$ cat config.mk
export PLATFORM = sky130hd
export DESIGN_NAME = maze_carve_ctrl
export DESIGN_NICKNAME = d
export VERILOG_FILES = /design/src/rtl/maze_pkg.sv /design/src/rtl/maze_nbr_pick.sv /design/src/rtl/maze_carve_ctrl.sv
export SDC_FILE = /design/constraint.sdc
export NUM_CORES = 1
export LEC_CHECK = 0
export BUFFER_PORTS_ARGS = -buffer_cell sky130_fd_sc_hd__buf_4
export CAP_MARGIN = 20
export CORE_MARGIN = 10
export CORE_UTILIZATION = 61
export CTS_CLUSTER_DIAMETER = 60
export DETAILED_ROUTE_END_ITERATION = 12
export PLACE_DENSITY = 0.95
export SYNTH_ARGS = -nofsm -noshare
export SYNTH_HDL_FRONTEND = slang
export SYNTH_SLANG_ARGS = --single-unit
$ cat constraint.sdc
create_clock -name clk -period 5.75 [get_ports clk]
set_input_delay 0.2875 -clock clk [delete_from_list [all_inputs] [get_ports clk]]
set_output_delay 0.2875 -clock clk [all_outputs]
set_load 0.01 [all_outputs]
$ cat src/rtl/maze_pkg.sv
// Shared types and direction lookup tables for the maze carving controller.
package maze_pkg;

    typedef enum logic [2:0] {
        IDLE,
        PICK,
        WR_CELL,
        SELECT,
        WR_WALL,
        MOVE,
        BACK,
        FIN
    } state_e;

    typedef enum logic [1:0] {
        DIR_N,
        DIR_E,
        DIR_S,
        DIR_W
    } dir_e;

    // Cell-coordinate step per direction, indexed by dir_e (N is y-1).
    localparam int DX [4] = '{0, 1, 0, -1};
    localparam int DY [4] = '{-1, 0, 1, 0};

endpackage

$ cat src/rtl/maze_nbr_pick.sv
// Unvisited-neighbour mask and rotating first-hit direction pick for one cell.
module maze_nbr_pick
    import maze_pkg::*;
#(
    parameter int CELLS = 4,
    parameter int CW    = 2
) (
    input  logic [CELLS*CELLS-1:0] visited,
    input  logic [CW-1:0]          nx,
    input  logic [CW-1:0]          ny,
    input  logic [1:0]             d0,
    output logic [3:0]             mask,
    output dir_e                   dir,
    output logic                   found
);

    logic [3:0] in_grid;

    // CELLS is a power of two, so the grid edge is simply all-zeros / all-ones.
    assign in_grid = {nx != '0, ny != '1, nx != '1, ny != '0};

    for (genvar g = 0; g < 4; g++) begin : g_dir
        logic [CW-1:0] tx;
        logic [CW-1:0] ty;
        assign tx      = nx + CW'(DX[g]);
        assign ty      = ny + CW'(DY[g]);
        assign mask[g] = in_grid[g] && !visited[{ty, tx}];
    end

    always_comb begin
        logic [1:0] d;
        found = 1'b0;
        dir   = DIR_N;
        d     = d0;
        for (int unsigned k = 0; k < 4; k++) begin
            d = d0 + 2'(k);
            if (!found && mask[d]) begin
                found = 1'b1;
                dir   = dir_e'(d);
            end
        end
    end

endmodule

$ cat src/rtl/maze_carve_ctrl.sv
// Recursive-backtracker maze carver: walks a CELLS x CELLS grid, clearing cell and wall bits.
module maze_carve_ctrl
    import maze_pkg::*;
#(
    parameter int SIZE = 8,
    localparam int CELLS = SIZE / 2,
    localparam int CW = (CELLS > 2) ? $clog2(CELLS) : 1,
    localparam int XW = $clog2(SIZE)
) (
    input  logic            clk,
    input  logic            reset,
    input  logic            start,
    input  logic [15:0]     rnd,
    output logic            wr_valid,
    input  logic            wr_ready,
    output logic [XW-1:0]   wr_x,
    output logic [XW-1:0]   wr_y,
    output logic            push,
    output logic            pop,
    output logic [2*CW-1:0] stk_wd,
    input  logic [2*CW-1:0] stk_rd,
    input  logic            stk_empty,
    input  logic            stk_full,
    output logic            busy,
    output logic            done,
    output logic            err
);

    state_e                 state, state_nxt;
    logic [CELLS*CELLS-1:0] visited;
    logic [CW-1:0]          nx, ny, ax, ay;
    logic [CW-1:0]          seed_x, seed_y;
    logic [CW-1:0]          pick_x, pick_y;
    logic [3:0]             nbr_mask_unused;
    dir_e                   pick_dir;
    logic                   pick_found;
    logic                   unused_rnd;

    assign unused_rnd = ^rnd;
    assign seed_x     = rnd[CW-1:0];
    assign seed_y     = rnd[CW+4:5];

    maze_nbr_pick #(
        .CELLS (CELLS),
        .CW    (CW)
    ) u_pick (
        .visited (visited),
        .nx      (nx),
        .ny      (ny),
        .d0      (rnd[1:0]),
        .mask    (nbr_mask_unused),
        .dir     (pick_dir),
        .found   (pick_found)
    );

    assign pick_x = nx + CW'(DX[pick_dir]);
    assign pick_y = ny + CW'(DY[pick_dir]);

    always_ff @(posedge clk or posedge reset) begin
        if (reset) state <= IDLE;
        else       state <= state_nxt;
    end

    always_comb begin
        state_nxt = state;
        wr_valid  = 1'b0;
        wr_x      = '0;
        wr_y      = '0;
        push      = 1'b0;
        pop       = 1'b0;
        stk_wd    = '0;
        case (state)
            IDLE:    if (start) state_nxt = PICK;
            PICK:    state_nxt = WR_CELL;
            WR_CELL: begin
                wr_valid = 1'b1;
                wr_x     = {nx, 1'b0};
                wr_y     = {ny, 1'b0};
                if (wr_ready) state_nxt = SELECT;
            end
            SELECT: begin
                if (!pick_found) begin
                    state_nxt = BACK;
                end else if (stk_full) begin
                    state_nxt = FIN;
                end else begin
                    push      = 1'b1;
                    stk_wd    = {nx, ny};
                    state_nxt = WR_WALL;
                end
            end
            WR_WALL: begin
                // Wall bit sits midway between cells 2N and 2A, i.e. at N+A.
                wr_valid = 1'b1;
                wr_x     = {1'b0, nx} + {1'b0, ax};
                wr_y     = {1'b0, ny} + {1'b0, ay};
                if (wr_ready) state_nxt = MOVE;
            end
            MOVE:    state_nxt = WR_CELL;
            BACK: begin
                if (stk_empty) begin
                    state_nxt = FIN;
                end else begin
                    pop       = 1'b1;
                    state_nxt = SELECT;
                end
            end
            FIN:     state_nxt = IDLE;
            default: state_nxt = IDLE;
        endcase
    end

    always_ff @(posedge clk or posedge reset) begin
        if (reset) begin
            visited <= '0;
            nx      <= '0;
            ny      <= '0;
            ax      <= '0;
            ay      <= '0;
            busy    <= 1'b0;
            done    <= 1'b0;
            err     <= 1'b0;
        end else begin
            case (state)
                IDLE: begin
                    if (start) begin
                        visited <= '0;
                        done    <= 1'b0;
                        err     <= 1'b0;
                        busy    <= 1'b1;
                    end
                end
                PICK: begin
                    nx                        <= seed_x;
                    ny                        <= seed_y;
                    visited[{seed_y, seed_x}] <= 1'b1;
                end
                SELECT: begin
                    if (pick_found && !stk_full) begin
                        ax <= pick_x;
                        ay <= pick_y;
                    end
                    if (pick_found && stk_full) err <= 1'b1;
                end
                MOVE: begin
                    nx              <= ax;
                    ny              <= ay;
                    visited[{ay, ax}] <= 1'b1;
                end
                BACK: begin
                    if (!stk_empty) begin
                        nx <= stk_rd[2*CW-1:CW];
                        ny <= stk_rd[CW-1:0];
                    end
                end
                FIN: begin
                    done <= 1'b1;
                    busy <= 1'b0;
                end
                default: ;
            endcase
        end
    end

endmodule

==> results of run 1 <==
## worst register-to-register path, stage by stage, from the launching register on
cell      delay (ns)
dfrtp_1         0.83
inv_1           0.23
ha_1            0.59
mux4_1          0.61
a221oi_1        0.42
o21ai_2         0.20
mux2i_1         0.20
nand3_1         0.11
nand3_2         0.15
inv_1           0.06
ha_1            0.19
xor2_1          0.15
or4_1           0.44
o211ai_2        0.09
## placed cells by master (no fill, tap or decap), types with 2 or more instances in the layout
cell type,synthesis,final
a21oi_1,28,28
mux4_1,3,3
mux2_1,2,2
nor3b_1,5,5
nand2b_1,3,3
or2_2,2,2
dfrtp_1,30,30
a32o_1,2,2
xor2_1,2,2
fa_1,2,2
a22o_1,8,8
mux2i_1,7,7
inv_1,18,18
or3_1,2,2
mux4_2,9,9
clkbuf_8,0,6
a32oi_1,2,2
nor2b_1,5,5
mux2_2,2,2
buf_4,0,31
a22oi_1,4,4
nand3_1,3,3
a221oi_1,4,4
nand2_1,20,20
ha_1,12,12
o211ai_1,2,2
nor3_1,2,2
mux2_4,2,2
nand3_2,2,2
and3_1,3,3
o22ai_1,3,3
o21ai_0,10,10
o31ai_1,2,2
or2b_1,2,2
nor2_1,44,44
## path summary, 6_finish.rpt
check                          from         end  depth (start not counted)
max                           nx[0]       ay[1]                         13
min                           reset         err                          2
min in group clk           stk_full    state[0]                          3
min reg2reg                    busy        busy                          2
max reg2reg                   nx[0]       ay[1]                         13
max in group asynchronous     reset  visited[6]                          3
## stage by stage
step	area, um^2	setup slack, ns	hold WS, ns	total power [W]	utilization
5_1_grt	2860	1.26	0.00602	0.00188	0.715
3_3_place_gp	2730	1.69	0.505	0.00148	0.681
6_report	2860	1.40	-0.0120	0.00175	0.715
3_5_place_dp	2730	1.54	0.523	0.00154	0.681
4_1_cts	2820	1.51	0.319	0.00172	0.704
2_1_floorplan	2540	2.30	0.378	0.00128	-
## routing by layer
layer | vias to the layer above | routed length, um
li1 | 1057 | -
met1 | 1119 | 2650
met2 | 159 | 3360
met3 | 31 | 624
met4 | 0 | 187
met5 | - | 0
## layout make-up
class / instances / area (um^2)
Inverter: 20 / 75.1
Sequential cell: 30 / 751
Timing Repair Buffer: 32 / 260
Tap cell: 50 / 62.6
Clock inverter: 1 / 5.00
Multi-Input combinational cell: 213 / 1620
Fill cell: 277 / 1140
Clock buffer: 7 / 86.3
## cell families (layout without fill, tap and decap cells)
| group | count (synthesis) | in the layout | synth area share |
|---|---|---|---|
| and+or+nand+nor | 96 | 96 | 0.180 |
| AOI/OAI and AO/OA | 76 | 76 | 0.208 |
| buffers and inverters | 36 | 60 | 0.0665 |
| DFF | 30 | 30 | 0.296 |
| muxes | 25 | 25 | 0.168 |
| adders and majority gates | 14 | 14 | 0.0749 |
| xor gates and xnor gates | 2 | 2 | 0.00690 |
## registers in the layout, indices dropped and copies added, names as in the netlist
| register | count |
|---|---|
| nx | 2 |
| done | 1 |
| visited | 16 |
| err | 1 |
| busy | 1 |
| ay | 2 |
| ny | 2 |
| state | 3 |
| ax | 2 |
## where the power goes
group / total, W / switching (W) / internal (W)
sequential: 0.000479 / 0.000177 / 0.000302
clock: 0.000173 / 0.0000763 / 0.0000963
combinational: 0.00110 / 0.000590 / 0.000506
==> metrics.yaml, run 1 <==
run_status:
  status: "finished with violations"
  violations: "negative hold slack"
yosys:
  async_flop_share: 1.00
  syn_area_per_cell_um2: 9.10
  netlist_top_cells_area: "dfrtp_1, mux4_2, nor2_1, ha_1, a21oi_1"
  yosysMostFrequentCell: "nor2_1"
  synth_commonest_cells: "nor2_1, dfrtp_1, a21oi_1"
  synthFlopType: "dfrtp_1"
  synth_top_cell_area_share: 0.296
  synth_edf_count: 0
  syn_area_um2: 2540
  yosysWarningCount: 0
  ys_seq_elements: 30
  syn_nets: 319
  yosys.cell_types.count: 52
  syn_inst: 279
  seq_area_frac_synth: 0.296
  yosysTopAreaCell: "dfrtp_1"
worst_hold_path:
  hold_path_class: "primary input to async pin"
cts:
  clk_latency_ns: 0.28
  cts-buffers-inserted: 5
  post_cts_buffers: 0
  cts_resized: 0
  postCtsHoldBufs: 0
  clock-root-buffer: "clkbuf_8"
  cts_tree: "yes"
  cts_sinks: 30
  cts_max_level: 2
  cts_max_path_buffers: 2
  clkSlewWorstSetupHoldPaths_ns: 0.06
sta:
  worst_pin_slew_ns: 0.758
  grt_setup_unrepaired: "no"
  clock.fmax_mhz: 230
  setup_tns_ns: 0
  whs_ns: -0.0120
  relSlewSlack: 0.495
  setup_viol: 0
  slew_viol_final: 0
  finalHoldViolCount: 7
  fin_crit_sh: 0.757
  fin_crit_ns: 4.35
  finalClockSkew_ns: 0.00633
grt:
  grt_usage: 0.191
  overflow: 0
  grt_max_degree: 31
  grt_pass1_vias: 2267
  gr-usage-met1: 0.236
  busiest_layer: "met2"
  grt_util_met3: 0.0425
  antenna_found_initial: 0
  grt_pass1_wl_um: 11300
  grt_use_met2: 0.315
power:
  cellPowerDensity_nw_per_um2: 611
  p_leak_nw: 1.34
  peakVddDrop_uv: 287
floorplan:
  start_util: 0.635
  core_area_um2: 4000
  rows: 23
  fp.dieW_um: 84.5
  die_area_um2: 7140
  die_h_um: 84.5
  ios: 42
placed_design:
  port_buffers: 29
  gp_congestion: 0.932
  hpwlAfterDp_um: 5080
  post-place-cells: 342
drt:
  first_pass_iters: 6
  viasPerCell: 6.70
  drtAntennaViolNets: 0
  wl_um: 6830
  wire_per_inst_um: 19.3
  drc_errors: 0
  drt_iter0_drc: 298
  vias: 2366
worst_setup_path:
  startpoint_type: "flip-flop"
  crit_path_max_fanout: 17
  crit_buf_inv: 2
  arrival_ns: 4.55
  cp-end-kind: "flip-flop"
  cpPeakStageDelay_ns: 0.83
  crit_required_ns: 5.94
  worst-r2r-setup-slack_ns: 1.40
  crit_chain: "inv_1, ha_1, mux4_1, a221oi_1, o21ai_2, mux2i_1, nand3_1, nand3_2, inv_1, ha_1, xor2_1, or4_1, o211ai_2"
  critical-path-top-delay-family: "flip-flops"
  cp_slowest_cell: "dfrtp_1"
  critPathKind: "flip-flop to flip-flop"
final_layout:
  finalNonFillerCells: 353
  area_growth_pct: 12.6
  diodes: 0
  drive_gt1_frac: 0.208
  fin_nets: 342
flow_run:
  maxCapViolCount: 0
Power figures use the tool's default switching activity.
==> inputs of run 2 (changes only) <==
CORE_UTILIZATION = 52   (was 61)
PLACE_DENSITY = 0.88   (was 0.95)
clock period = 3.76 ns   (was 5.75 ns; I/O delays follow)
==> run 2 against run 1 <==
Compared with the run above:
- sequential power increased by 47%
- combinational power increased by 55%
- sequential cell count unchanged
- die area increased by 13%
- core utilization decreased by 9.1 points
- count of clock-buffer cells in the layout increased by 1
- critical path type unchanged
- the run now ends clean
- global-route usage decreased by 3.7 points
==> metrics.yaml, run 2 (synthesized netlist as in run 1, its figures left out) <==
run_status:
  status: "complete, no violations"  # was finished with violations
sta:
  clock.fmax_mhz: 292  # was 230 MHz
  finalHoldViolCount: 0  # was 7
  fin_crit_sh: 0.912  # was 0.757
  slew_viol_final: 0  # unchanged
  worst_pin_slew_ns: 0.667  # was 0.758 ns
  setup_tns_ns: 0  # unchanged
  relSlewSlack: 0.555  # was 0.495
  setup_viol: 0  # unchanged
  grt_setup_unrepaired: "no"  # unchanged
  fin_crit_ns: 3.43  # was 4.35 ns
  finalClockSkew_ns: 0.00371  # was 0.00633 ns
grt:
  grt_usage: 0.154  # was 0.191
  grt_pass1_vias: 2099  # was 2267
  grt_pass1_wl_um: 10400  # was 11300 um
  antenna_found_initial: 0  # unchanged
  grt_max_degree: 31  # unchanged
  overflow: 0  # unchanged
placed_design:
  gp_congestion: 0.879  # was 0.932
  port_buffers: 29  # unchanged
  hpwlAfterDp_um: 4970  # was 5080 um
drt:
  drt_iter0_drc: 187  # was 298
  vias: 2290  # was 2366
  wire_per_inst_um: 17.3  # was 19.3 um
  viasPerCell: 6.09  # was 6.70
  first_pass_iters: 5  # was 6
  wl_um: 6500  # was 6830 um
  drtAntennaViolNets: 0  # unchanged
  drc_errors: 0  # unchanged
cts:
  cts_tree: "yes"  # unchanged
  cts_max_path_buffers: 2  # unchanged
  cts_max_level: 2  # unchanged
  post_cts_buffers: 0  # unchanged
  clkSlewWorstSetupHoldPaths_ns: 0.06  # about the same
  cts-buffers-inserted: 5  # unchanged
  clk_latency_ns: 0.28  # about the same
  clock-root-buffer: "clkbuf_8"  # unchanged
  cts_sinks: 30  # unchanged
worst_hold_path:
  hold_path_class: "primary input to flip-flop"  # was primary input to async pin
power:
  power_w: 0.00271  # was 0.00175 W
  power.share.sequential: 0.259  # was 0.274
  combPwrFrac: 0.631  # was 0.627
  switching_power_w: 0.00126  # was 0.000844 W
  peakVddDrop_uv: 435  # was 287 uV
  p_leak_nw: 1.38  # was 1.34 nW
  clkPwrFrac: 0.110  # was 0.099
  cellPowerDensity_nw_per_um2: 921  # was 611 nW/um^2
  intPower_w: 0.00146  # was 0.000904 W
  switching_share: 0.464  # was 0.483
floorplan:
  core_area_um2: 4720  # was 4000 um^2
  die_h_um: 89.9  # was 84.5 um
  rows: 25  # was 23
  ios: 42  # unchanged
  fp.dieW_um: 89.9  # was 84.5 um
  die_area_um2: 8080  # was 7140 um^2
  start_util: 0.537  # was 0.635
final_layout:
  reg.largest.list: "visited x16, state x3"  # unchanged
  utilization: 0.624  # was 0.715
  area_growth_pct: 16.1  # was 12.6%
  final_common_cell: "nor2_1"  # unchanged
  regMostFlops: "visited"  # unchanged
  largest_register_ffs: 16  # unchanged
  diodes: 0  # unchanged
  drive_gt1_frac: 0.223  # was 0.208
  mostFrequentLayoutCells: "nor2_1, buf_4, dfrtp_1"  # unchanged
  fin_nets: 348  # was 342
worst_setup_path:
  arrival_ns: 3.62  # was 4.55 ns
  cp-end-kind: "flip-flop"  # unchanged
  crit_path_max_fanout: 6  # was 17
  critPathKind: "flip-flop to flip-flop"  # unchanged
  startpoint_type: "flip-flop"  # unchanged
  crit_required_ns: 3.95  # was 5.94 ns
flow_run:
  maxCapViolCount: 0  # unchanged
==> run 2: cell count changes in the layout (fill, tap and decap cells not counted) <==
cell	delta
dlygate4sd3_1	+1
clkinv_2	-1
clkbuf_1	-1
clkbuf_8	+2
buf_4	+5
==> run 2: cell type report <==
cell class | count | area (um^2)
multi-input cells | 213 | 1620
well taps | 67 | 83.8
inverters | 20 | 75.1
clock buffers | 8 | 110
flip-flops and latches | 30 | 751
fillers | 385 | 1780
repair buffers | 38 | 308
==> run 2: repair_timing <==
action	CTS	global route
resized for setup	0	0
hold endpoints to repair	0	6
hold buffers	0	1
==> run 2: power by group through the flow <==
stage / clock [W] / sequential (W) / combinational (W)
after detailed placement: 0 / 0.000702 / 0.00169
after global routing: 0.000321 / 0.000728 / 0.00187
after CTS: 0.000304 / 0.000696 / 0.00170
final: 0.000298 / 0.000703 / 0.00171
after floorplan: 0 / 0.000574 / 0.00138
after global placement: 0 / 0.000688 / 0.00163
==> run 2: critical path, cell delays in order (launching register included) <==
cell and delay (ns):
dfrtp_1 0.42, inv_1 0.09, ha_1 0.35, mux4_1 0.57
a221oi_1 0.40, o21ai_2 0.19, mux2i_1 0.17, nand3_1 0.11
nand3_2 0.14, inv_1 0.06, ha_1 0.18, xor2_1 0.15
or4_1 0.42, o211ai_2 0.10
==> run 2: final timing paths <==
check | from | end | slack (ns) | cells after the start
max | nx[1] | ay[1] | 0.33 | 13
min | stk_empty | state[2] | 0.21 | 3
max in group asynchronous | reset | visited[6] | 2.89 | 4
min reg2reg | busy | busy | 0.52 | 2
min in group asynchronous | reset | state[1] | 0.43 | 3
max reg2reg | nx[1] | ay[1] | 0.33 | 13
==> run 2: routing by layer <==
metal  global-route usage  wire length [um]  vias up
met3               0.0266               403        9
met4               0.0623               107        0
met5                    0                 0        -
met2                0.255              3220      112
li1                     -                 -     1069
met1                0.194              2770     1100
==> run 2: stage by stage <==
| stage | cells | hold slack (ns) | setup WS [ns] | instance area, um^2 |
|---|---|---|---|---|
| after floorplan | 279 | 0.279 | 0.314 | 2540 |
| after global placement | 365 | 0.484 | 0.435 | 2790 |
| after detailed placement | 365 | 0.503 | 0.360 | 2790 |
| after CTS | 373 | 0.206 | 0.343 | 2900 |
| after global routing | 376 | 0.220 | 0.161 | 2950 |
| final | 376 | 0.211 | 0.333 | 2950 |
==> inputs of run 3 (changes only) <==
ABC_AREA = 1   (was not set)
==> run 3 against run 2 <==
Compared with the run above:
- largest cell class unchanged
- die area rose by 8.4%
- worst setup slack improved by 0.036 ns
- design area rose by 7.0%
- final cell count rose by 33%
==> metrics.yaml, run 3 <==
grt:
  grt_pass1_vias: 2938  # was 2099
  overflow: 0  # unchanged
  antenna_found_initial: 0  # unchanged
  grt_usage: 0.191  # was 0.154
  grt_max_degree: 31  # unchanged
  grt_pass1_wl_um: 13900  # was 10400 um
yosys:
  yosysTopAreaCell: "dfrtp_1"  # unchanged
  yosysMostFrequentCell: "nand2_1"  # was nor2_1
  synth_top_cell_area_share: 0.267  # was 0.296
  syn_area_per_cell_um2: 6.99  # was 9.10 um^2
  async_flop_share: 1.00  # unchanged
  synth_commonest_cells: "nand2_1, nand3_1, inv_1"  # was nor2_1, dfrtp_1, a21oi_1
  syn_inst: 403  # was 279
  syn_nets: 443  # was 319
  synth_edf_count: 0  # unchanged
  yosysWarningCount: 0  # unchanged
  synthFlopType: "dfrtp_1"  # unchanged
  ys_seq_elements: 30  # unchanged
  seq_area_frac_synth: 0.267  # was 0.296
  syn_area_um2: 2820  # was 2540 um^2
  yosys.cell_types.count: 38  # was 52
  netlist_top_cells_area: "dfrtp_1, nand2_1, nand3_1, inv_1, nand3_2"  # was dfrtp_1, mux4_2, nor2_1, ha_1, a21oi_1
sta:
  setup_tns_ns: 0  # unchanged
  fin_crit_ns: 3.39  # was 3.43 ns
  finalClockSkew_ns: 0.00457  # was 0.00371 ns
  grt_setup_unrepaired: "no"  # unchanged
  setup_viol: 0  # unchanged
  finalHoldViolCount: 0  # unchanged
  relSlewSlack: 0.622  # was 0.555
  slew_viol_final: 0  # unchanged
  fin_crit_sh: 0.902  # was 0.912
  clock.fmax_mhz: 295  # was 292 MHz
  worst_pin_slew_ns: 0.562  # was 0.667 ns
run_status:
  status: "complete, no violations"  # unchanged
final_layout:
  fin_nets: 470  # was 348
  diodes: 0  # unchanged
  largest_register_ffs: 16  # unchanged
  reg.largest.list: "visited x16, state x3"  # unchanged
  regMostFlops: "visited"  # unchanged
  final_common_cell: "nand2_1"  # was nor2_1
  area_growth_pct: 12.0  # was 16.1%
  finalInstanceArea_um2: 3150  # was 2950 um^2
  drive_gt1_frac: 0.203  # was 0.223
  mostFrequentLayoutCells: "nand2_1, nand3_1, inv_1"  # was nor2_1, buf_4, dfrtp_1
placed_design:
  gp_congestion: 0.944  # was 0.879
  place_area_um2: 3060  # was 2790 um^2
  hpwlAfterDp_um: 6210  # was 4970 um
  port_buffers: 29  # unchanged
cts:
  clk_latency_ns: 0.28  # about the same
  cts_max_level: 2  # unchanged
  cts_max_path_buffers: 2  # unchanged
  cts_resized: 0  # unchanged
  cts-buffers-inserted: 5  # unchanged
  cts_sinks: 30  # unchanged
  post_cts_buffers: 0  # unchanged
  cts_tree: "yes"  # unchanged
  clock-root-buffer: "clkbuf_8"  # unchanged
  clkSlewWorstSetupHoldPaths_ns: 0.06  # about the same
drt:
  drc_errors: 0  # unchanged
  viasPerCell: 5.80  # was 6.09
  wire_per_inst_um: 16.0  # was 17.3 um
  drtAntennaViolNets: 0  # unchanged
  vias: 2892  # was 2290
  drt_iter0_drc: 244  # was 187
  wl_um: 8010  # was 6500 um
  first_pass_iters: 5  # unchanged
power:
  power.share.sequential: 0.213  # was 0.259
  clkPwrFrac: 0.094  # was 0.110
  switching_share: 0.549  # was 0.464
  cellPowerDensity_nw_per_um2: 865  # was 921 nW/um^2
  combPwrFrac: 0.693  # was 0.631
  p_leak_nw: 1.60  # was 1.38 nW
  switching_power_w: 0.00150  # was 0.00126 W
  intPower_w: 0.00123  # was 0.00146 W
  peakVddDrop_uv: 471  # was 435 uV
flow_run:
  maxCapViolCount: 0  # unchanged
worst_setup_path:
  startpoint_type: "flip-flop"  # unchanged
  crit_buf_inv: 4  # was 2
  arrival_ns: 3.20  # was 3.62 ns
  crit_path_max_fanout: 9  # was 6
  cpPeakStageDelay_ns: 0.57  # about the same
  critical-path-top-delay-family: "simple AND/OR/NAND/NOR gates"  # was multiplexers
  crit_chain: "inv_2, ha_1, inv_2, nand3_1, nand3_1, nand2_1, nand2_1, nand3_2, nand2_1, nand3_2, nand2_4, nor2_8, nand4_4, nand2_4, nor2_8, inv_4, nor2_1, buf_4"  # was inv_1, ha_1, mux4_1, a221oi_1, o21ai_2, mux2i_1, nand3_1, nand3_2, inv_1, ha_1, xor2_1, or4_1, o211ai_2
  cp-end-kind: "output port"  # was flip-flop
  crit_start: "nx[1]"  # unchanged
  crit_required_ns: 3.57  # was 3.95 ns
  rr_startpoint: "nx[1]"  # unchanged
  crit_top_cell: "nand2_1"
  cp_slowest_cell: "dfrtp_1"  # was mux4_1
  critPathKind: "flip-flop to output port"  # was flip-flop to flip-flop
worst_hold_path:
  hold_path_class: "primary input to flip-flop"  # unchanged
  hp-start: "stk_empty"  # unchanged
floorplan:
  die_h_um: 93.6  # was 89.9 um
  fp.dieW_um: 93.6  # was 89.9 um
  ios: 42  # unchanged
  core_area_um2: 5170  # was 4720 um^2
  start_util: 0.544  # was 0.537
  rows: 26  # was 25
  die_area_um2: 8760  # was 8080 um^2
-- run 3: cell types whose count changed after synthesis, moves of 7 or more --
cell     previous run  this run
mux2i_1             7         0
a22o_1              8         0
nor2_1             44        24
a21oi_1            28        18
nand3_1             3        58
inv_1              18        55
nand4_1             0         8
nand2_2             0        10
nand3_2             2        19
nand2_1            20        88
mux4_2              9         0
-- run 3: power groups by stage --
stage               Combinational, W  Clock (W)  Sequential, W
global placement             0.00179          0       0.000574
floorplan                    0.00149          0       0.000522
detailed placement           0.00186          0       0.000578
CTS                          0.00187   0.000262       0.000576
finish                       0.00189   0.000256       0.000581
global route                 0.00212   0.000273       0.000600
-- run 3: cells by family (layout without fill, tap and decap cells) --
kind of cell               Yosys count  in the layout  synth area share
AOI/OAI and AO/OA                   59             59             0.127
DFF                                 30             30             0.267
and+or+nand+nor                    222            222             0.415
xor gates and xnor gates             2              2           0.00622
adders and majority gates           14             14            0.0676
buffers and inverters               76            102             0.117
-- run 3: per-layer routing --
metal	vias up	part of all wire	wire length (um)	GRT usage
met5	-	0	0	0
met3	23	0.082	653	0.0424
met1	1342	0.42	3350	0.229
li1	1396	-	-	-
met4	0	0.016	129	0.0709
met2	131	0.48	3870	0.326
-- run 3: worst min-delay path: cells and delay by family --
kind	cells	cell delay, ns
buffers and inverters	1	0.09
and+or+nand+nor	1	0.06
AOI/OAI and AO/OA	1	0.07
-- run 3: what timing repair did --
| item | 4_1_cts | 5_1_grt |
|---|---|---|
| endpoints found under the setup margin | 0 | 0 |
| hold endpoints to repair | 28 | 0 |
| hold buffers | 1 | 0 |
-- run 3: per-stage QoR --
stage,power (W),utilization,worst slack [ns],cells,hold WS [ns]
floorplan,0.00202,-,0.896,403,0.279
global placement,0.00237,0.592,0.608,492,0.288
detailed placement,0.00244,0.592,0.542,492,0.293
CTS,0.00270,0.610,0.411,499,0.152
global route,0.00299,0.610,0.150,499,0.196
finish,0.00273,0.610,0.369,499,0.158
-- run 3: worst paths after layout --
path | end | slack [ns] | cells after the start
worst max-delay path | stk_wd[1] | 0.37 | 18
worst min-delay path | state[2] | 0.16 | 3
worst max register to register | ax[1] | 0.49 | 20
worst min register to register | err | 0.48 | 2
max in group asynchronous | visited[10] | 2.94 | 4
min in group asynchronous | visited[2] | 0.54 | 4
-- run 3: final cells by class --
class                   instances  area, um^2
clock buffers                   6        82.6
fillers                       465        2020
inverters                      63         248
multi-input cells             297        1730
flip-flops and latches         30         751
well taps                      70        87.6
repair buffers                 33         250
